--- src/rtl/lsu_pkg.sv ---
// Shared definitions for the load/store unit: RV32I width codes, FSM states
// and the small decode helpers used at request acceptance.
package lsu_pkg;

    localparam logic [2:0] F3_B  = 3'b000;
    localparam logic [2:0] F3_H  = 3'b001;
    localparam logic [2:0] F3_W  = 3'b010;
    localparam logic [2:0] F3_BU = 3'b100;
    localparam logic [2:0] F3_HU = 3'b101;

    typedef enum logic [1:0] {
        IDLE,
        ACCESS,
        RESP
    } lsu_state_t;

    function automatic logic [3:0] lane_mask(input logic [2:0] f3, input logic [1:0] off);
        case (f3)
            F3_B, F3_BU: lane_mask = 4'b0001 << off;
            F3_H, F3_HU: lane_mask = off[1] ? 4'b1100 : 4'b0011;
            F3_W:        lane_mask = 4'b1111;
            default:     lane_mask = '0;
        endcase
    endfunction

    function automatic logic f3_legal(input logic is_store, input logic [2:0] f3);
        if (is_store)
            f3_legal = (f3 == F3_B) || (f3 == F3_H) || (f3 == F3_W);
        else
            f3_legal = (f3 == F3_B) || (f3 == F3_H) || (f3 == F3_W) ||
                       (f3 == F3_BU) || (f3 == F3_HU);
    endfunction

    function automatic logic misaligned(input logic [2:0] f3, input logic [1:0] off);
        case (f3)
            F3_H, F3_HU: misaligned = off[0];
            F3_W:        misaligned = (off != 2'b00);
            default:     misaligned = 1'b0;
        endcase
    endfunction

endpackage

--- src/rtl/lsu_ctrl_if.sv ---
// Core request/response and memory bus of the load/store unit; master is the
// core-plus-memory environment, slave is the LSU itself.
interface lsu_ctrl_if;

    logic        req;
    logic        ready;
    logic        is_store;
    logic [2:0]  funct3;
    logic [31:0] addr;
    logic [31:0] wdata;
    logic        rvalid;
    logic [31:0] rdata;
    logic        err;
    logic [31:0] mem_a;
    logic [31:0] mem_wd;
    logic        mem_we;
    logic [3:0]  mem_wm;
    logic [31:0] mem_rd;

    modport master (
        output req, is_store, funct3, addr, wdata, mem_rd,
        input  ready, rvalid, rdata, err, mem_a, mem_wd, mem_we, mem_wm
    );

    modport slave (
        input  req, is_store, funct3, addr, wdata, mem_rd,
        output ready, rvalid, rdata, err, mem_a, mem_wd, mem_we, mem_wm
    );

endinterface

--- src/rtl/lsu_load_align.sv ---
// Selects the addressed byte/half/word from a memory word and sign- or
// zero-extends it according to the RV32I load width code.
module lsu_load_align
    import lsu_pkg::*;
(
    input  logic [31:0] word_i,
    input  logic [1:0]  off_i,
    input  logic [2:0]  funct3_i,
    output logic [31:0] data_o
);

    logic [7:0]  byte_v;
    logic [15:0] half_v;

    always_comb begin
        byte_v = '0;
        case (off_i)
            2'd0: byte_v = word_i[7:0];
            2'd1: byte_v = word_i[15:8];
            2'd2: byte_v = word_i[23:16];
            2'd3: byte_v = word_i[31:24];
            default: byte_v = '0;
        endcase
        half_v = off_i[1] ? word_i[31:16] : word_i[15:0];

        case (funct3_i)
            F3_B:    data_o = {{24{byte_v[7]}}, byte_v};
            F3_H:    data_o = {{16{half_v[15]}}, half_v};
            F3_W:    data_o = word_i;
            F3_BU:   data_o = {24'b0, byte_v};
            F3_HU:   data_o = {16'b0, half_v};
            default: data_o = '0;
        endcase
    end

endmodule

--- src/rtl/lsu_ctrl.sv ---
// Single-outstanding load/store initiator: IDLE -> ACCESS -> RESP, with
// faulting requests skipping ACCESS so memory is never touched.
module lsu_ctrl
    import lsu_pkg::*;
#(
    parameter bit MISALIGN_TRAP = 1'b1
) (
    input logic       clk,
    input logic       reset_n,
    lsu_ctrl_if.slave lsu
);

    lsu_state_t  state_q, state_d;
    logic        st_q;
    logic [2:0]  f3_q;
    logic [1:0]  off_q;
    logic [3:0]  wm_q;
    logic        err_q;
    logic [31:0] mem_a_q;
    logic [31:0] mem_wd_q;
    logic [31:0] rdata_q;

    logic [1:0]  off_d;
    logic        err_d;
    logic        accept;
    logic [31:0] load_data;

    // Without trapping, offset bits below the access size are simply dropped,
    // which also makes the misalignment check below always pass.
    always_comb begin
        off_d = lsu.addr[1:0];
        if (!MISALIGN_TRAP) begin
            case (lsu.funct3)
                F3_H, F3_HU: off_d = {lsu.addr[1], 1'b0};
                F3_W:        off_d = 2'b00;
                default:     off_d = lsu.addr[1:0];
            endcase
        end
        err_d  = !f3_legal(lsu.is_store, lsu.funct3) || misaligned(lsu.funct3, off_d);
        accept = lsu.req && (state_q == IDLE);
    end

    always_comb begin
        state_d = state_q;
        case (state_q)
            IDLE:    if (lsu.req) state_d = err_d ? RESP : ACCESS;
            ACCESS:  state_d = RESP;
            RESP:    state_d = IDLE;
            default: state_d = IDLE;
        endcase
    end

    always_comb begin
        lsu.ready  = (state_q == IDLE);
        lsu.rvalid = (state_q == RESP);
        lsu.err    = (state_q == RESP) && err_q;
        lsu.rdata  = (state_q == RESP) ? rdata_q : '0;
        lsu.mem_we = (state_q == ACCESS) && st_q;
        lsu.mem_wm = (state_q == ACCESS) ? wm_q : '0;
        lsu.mem_a  = mem_a_q;
        lsu.mem_wd = mem_wd_q;
    end

    lsu_load_align u_align (
        .word_i   (lsu.mem_rd),
        .off_i    (off_q),
        .funct3_i (f3_q),
        .data_o   (load_data)
    );

    always_ff @(posedge clk or negedge reset_n) begin
        if (!reset_n) begin
            state_q  <= IDLE;
            st_q     <= 1'b0;
            f3_q     <= '0;
            off_q    <= '0;
            wm_q     <= '0;
            err_q    <= 1'b0;
            mem_a_q  <= '0;
            mem_wd_q <= '0;
            rdata_q  <= '0;
        end else begin
            state_q <= state_d;
            if (accept) begin
                st_q    <= lsu.is_store;
                f3_q    <= lsu.funct3;
                off_q   <= off_d;
                err_q   <= err_d;
                rdata_q <= '0;
                // Bus registers only move for requests that will reach ACCESS.
                if (!err_d) begin
                    mem_a_q  <= {lsu.addr[31:2], 2'b00};
                    mem_wd_q <= lsu.wdata;
                    wm_q     <= lane_mask(lsu.funct3, off_d);
                end
            end
            if ((state_q == ACCESS) && !st_q)
                rdata_q <= load_data;
        end
    end

endmodule

--- src/flat_wrapper.sv ---
// flat-port wrapper written by rule: the top's interface ports become plain ports
module lsu_ctrl_flat import lsu_pkg::*;
#(
    parameter bit MISALIGN_TRAP = 1'b1
)
  (clk, reset_n, lsu_req, lsu_is_store, lsu_funct3, lsu_addr, lsu_wdata, lsu_mem_rd, lsu_ready, lsu_rvalid, lsu_rdata, lsu_err, lsu_mem_a, lsu_mem_wd, lsu_mem_we, lsu_mem_wm);
  lsu_ctrl_if lsu_i ();
  input logic clk;
  input logic reset_n;
  input wire logic [$bits(lsu_i.req)-1:0] lsu_req;
  input wire logic [$bits(lsu_i.is_store)-1:0] lsu_is_store;
  input wire logic [$bits(lsu_i.funct3)-1:0] lsu_funct3;
  input wire logic [$bits(lsu_i.addr)-1:0] lsu_addr;
  input wire logic [$bits(lsu_i.wdata)-1:0] lsu_wdata;
  input wire logic [$bits(lsu_i.mem_rd)-1:0] lsu_mem_rd;
  output wire logic [$bits(lsu_i.ready)-1:0] lsu_ready;
  output wire logic [$bits(lsu_i.rvalid)-1:0] lsu_rvalid;
  output wire logic [$bits(lsu_i.rdata)-1:0] lsu_rdata;
  output wire logic [$bits(lsu_i.err)-1:0] lsu_err;
  output wire logic [$bits(lsu_i.mem_a)-1:0] lsu_mem_a;
  output wire logic [$bits(lsu_i.mem_wd)-1:0] lsu_mem_wd;
  output wire logic [$bits(lsu_i.mem_we)-1:0] lsu_mem_we;
  output wire logic [$bits(lsu_i.mem_wm)-1:0] lsu_mem_wm;
  assign lsu_i.req = lsu_req;
  assign lsu_i.is_store = lsu_is_store;
  assign lsu_i.funct3 = lsu_funct3;
  assign lsu_i.addr = lsu_addr;
  assign lsu_i.wdata = lsu_wdata;
  assign lsu_i.mem_rd = lsu_mem_rd;
  assign lsu_ready = lsu_i.ready;
  assign lsu_rvalid = lsu_i.rvalid;
  assign lsu_rdata = lsu_i.rdata;
  assign lsu_err = lsu_i.err;
  assign lsu_mem_a = lsu_i.mem_a;
  assign lsu_mem_wd = lsu_i.mem_wd;
  assign lsu_mem_we = lsu_i.mem_we;
  assign lsu_mem_wm = lsu_i.mem_wm;
  lsu_ctrl #(.MISALIGN_TRAP(MISALIGN_TRAP)) u_core (.clk(clk), .reset_n(reset_n), .lsu(lsu_i));
endmodule
--- config.mk ---
export PLATFORM = sky130hd
export DESIGN_NAME = lsu_ctrl_flat
export DESIGN_NICKNAME = d
export VERILOG_FILES = /design/src/rtl/lsu_pkg.sv /design/src/rtl/lsu_ctrl_if.sv /design/src/rtl/lsu_load_align.sv /design/src/rtl/lsu_ctrl.sv /design/src/flat_wrapper.sv
export SDC_FILE = /design/constraint.sdc
export NUM_CORES = 1
export LEC_CHECK = 0
export BUFFER_PORTS_ARGS = -buffer_cell sky130_fd_sc_hd__buf_4
export CORE_MARGIN = 2
export CORE_UTILIZATION = 51
export DETAILED_ROUTE_END_ITERATION = 6
export HOLD_SLACK_MARGIN = 0.05
export PLACE_DENSITY = 0.82
export SETUP_SLACK_MARGIN = 0.05
export SLEW_MARGIN = 15
export SYNTH_ARGS = -nofsm -noshare
export SYNTH_HDL_FRONTEND = slang
export SYNTH_SLANG_ARGS = --single-unit
--- constraint.sdc ---
create_clock -name clk -period 4.44 [get_ports clk]
set_input_delay 0.666 -clock clk [delete_from_list [all_inputs] [get_ports clk]]
set_output_delay 0.666 -clock clk [all_outputs]
set_load 0.005 [all_outputs]
==> run_results.csv <==
group,metric,value,unit
outcome,status,"complete, no violations",
logic_synthesis,synthAdderAreaFrac,0,
sta,finalSetupViolCount,0,
setup_path,cp_cell_sequence,"and2b_1 -> and2_1 -> buf_4",
placement,place.gp.congestion,0.803,
logic_synthesis,yosysSeqAreaShare,0.560,
logic_synthesis,netlist-cell-type-count,40,
setup_path,path_max_fanout,34,
power,power,2.79,mW
sta,max_slew_margin,0.337,
final_layout,insertedDiodeCount,0,
cts,clock-sinks,107,
routing,drc,0,
logic_synthesis,ys_ff_latch,107,
logic_synthesis,synthFlopType,"dfrtp_1",
logic_synthesis,synthCells,377,
global_route,grt_start_max_net_pins,80,
final_layout,syn_to_final_growth,36.9,%
setup_path,crit_buf_inv,1,
global_route,grt_pass1_wl,19700,um
sta,tns,0,ns
die,fp.dieW,101,um
die,initial_utilization,0.522,
logic_synthesis,synth_compound_area_frac,0.114,
logic_synthesis,synth_top_area_frac,0.560,
power,power.density,427,nW/um2
setup_path,arrival,1.94,ns
final_layout,drive_gt1_frac,0.519,
power,p_leak,3.19,nW
final_layout,instances_no_fill,687,
hold_path,hp-class,"in -> async",
logic_synthesis,synth_warnings,0,
logic_synthesis,yosys.area.top_type,"dfrtp_1",
global_route,grt-ovfl-total,0,
sta,rsz0062_at_grt,"false",
placement,numPortBuffers,204,
cts,cts_setup_buffers,0,
logic_synthesis,async_flop_share,1.00,
sta,fin_crit_sh,0.586,
cts,root_buffer,"clkbuf_8",
final_layout,layout.nets,675,
sta,slew_violations,0,
logic_synthesis,syn_area_per_cell,12.7,um2
power,ir_drop,0.264,mV
setup_path,startpoint_type,"flip-flop",
die,die_area,10200,um2
sta,hold_ws,0.457,ns
cts,htreeDepth,3,
logic_synthesis,synth_top_family_by_area,"multiplexers",
setup_path,max_stage_delay,0.75,ns
die,chipHeight,101,um
routing,ant_nets,0,
die,coreArea,9150,um2
cts,cts_buffer_depth,2,
routing,viasPerCell,5.45,
setup_path,worstSetupEndpointType,"primary output",
logic_synthesis,netlist_top_cells_area,"dfrtp_1, mux2_2, and2_1",
die,num_io_pins,207,
global_route,antenna_found_initial,0,
routing,drtPass1Iterations,4,
setup_path,path_class,"reg -> out",
sta,setup_ws,1.84,ns
logic_synthesis,netlist_top_cells_count,"dfrtp_1, mux2_2, and2_1",
sta,hold_viol,0,
placement,dp_cells,672,
placement,pre_cts_slack,2.20,ns
logic_synthesis,netlist_area,4780,um2
placement,dp_hpwl,9470,um
logic_synthesis,synth.area.mux_share,0.184,
routing,drtIter0Drc,188,
final_layout,fill_cells,664,
sta,tightest_slew,0.995,ns
setup_path,required,3.77,ns
die,num_rows,35,
routing,via_count,3747,
cts,post_cts_resized,0,
flow_run,maxCapViolCount,0,
logic_synthesis,yosys.cell_count.top_type,"dfrtp_1",
sta,fin_skew,0.00876,ns
cts,cts_tree,"built",
setup_path,path_delay_family,"simple AND/OR/NAND/NOR gates",
cts,clk_pin_slew_worst_paths,0.10,ns
global_route,grt_pass1_vias,3923,
setup_path,cp_slowest_cell,"and2b_1",
logic_synthesis,synth-xor-area-share,0,
logic_synthesis,synthSimpleGateAreaFrac,0.108,
cts,cts_hold_buf,0,
cts,clk_latency,0.36,ns
sta,period_minus_slack,2.60,ns
routing,wl,12400,um
cts,cts_buffers,9,
sta,timing.fmax,0.384,GHz
routing,wl_per_cell,18.1,um
logic_synthesis,synth-edff-count,0,
global_route,gr-usage-all-layers,0.249,
-- layout by cell type, fill, tap and decap left out, drive strengths merged --
master,instances
a221o,16
mux2,69
a22o,9
and3b,1
buf,207
conb,2
mux4,1
a211oi,7
clkbuf,10
a211o,1
nor4,1
nand2b,3
a21o,1
inv,5
o21a,2
bufinv,1
nand2,22
o22ai,1
and2b,1
nand3,2
and2,39
o21ai,19
nand3b,3
nor2b,2
mux2i,8
a221oi,1
o211ai,9
nor3b,4
nor2,13
dfrtp,107
clkinvlp,3
a21oi,6
-- cell families (layout without fill, tap and decap cells) --
group,count (synthesis),after routing
other,1,2
multiplexers,78,78
AO/OA/AOI/OAI,72,72
buffers and inverters,28,226
flip-flops,107,107
AND/OR/NAND/NOR,91,91
-- cell type report --
cell class | instances | area (um2) | area share
multi-input combinational | 243 | 1960 | 0.299
tap | 111 | 139 | 0.0212
sequential | 107 | 2680 | 0.409
timing repair buffer | 207 | 1550 | 0.238
inverter | 4 | 15.0 | 0.00230
clock buffer | 10 | 138 | 0.0210
clock inverter | 5 | 61.3 | 0.00937
-- final timing paths --
kind,slack (ns),cells past startpoint,endpoint,startpoint
setup / recovery,1.84,3,lsu_rdata[24],u_core.state_q[0]$_DFFE_PN0P_
hold / removal,0.46,1,u_core.rdata_q[28]$_DFFE_PN0P_,reset_n
setup reg to reg,2.26,4,u_core.rdata_q[12]$_DFFE_PN0P_,u_core.off_q[1]$_DFFE_PN0P_
hold reg to reg,0.48,2,u_core.rdata_q[6]$_DFFE_PN0P_,u_core.rdata_q[6]$_DFFE_PN0P_
max in group asynchronous,3.03,2,u_core.off_q[1]$_DFFE_PN0P_,reset_n
min in group clk,0.48,2,u_core.rdata_q[6]$_DFFE_PN0P_,u_core.rdata_q[6]$_DFFE_PN0P_
-- per-stage QoR --
step | cell area (um2) | util
3_5_place_dp | 6340 | 0.693
3_3_place_gp | 6340 | 0.693
5_1_grt | 6540 | 0.715
6_report | 6540 | 0.715
2_1_floorplan | 4780 | -
4_1_cts | 6540 | 0.715
-- state kept, by name, indices dropped and copies added (netlist names) --
signal and cells:
u_core.f3_q 3, u_core.rdata_q 32, u_core.state_q 2, u_core.st_q 1, u_core.off_q 2, u_core.lsu.mem_wd 32, u_core.lsu.mem_a 30, u_core.wm_q 4
u_core.err_q 1
-- metal layers --
layer | global-route usage | part of all wire | vias up
met1 | 0.308 | 0.39 | 1834
met4 | 0.0780 | 0.0076 | 0
met3 | 0.0791 | 0.093 | 8
met2 | 0.419 | 0.51 | 173
li1 | - | - | 1732
met5 | 0 | 0 | -
-- where the power goes --
group / leakage [nW] / switching [mW] / internal (mW)
clock network: 0.0910 / 0.329 / 0.275
logic: 1.76 / 0.330 / 0.510
registers: 1.34 / 0.149 / 1.20
total: 3.19 / 0.808 / 1.98
Power figures use the tool's default switching activity.
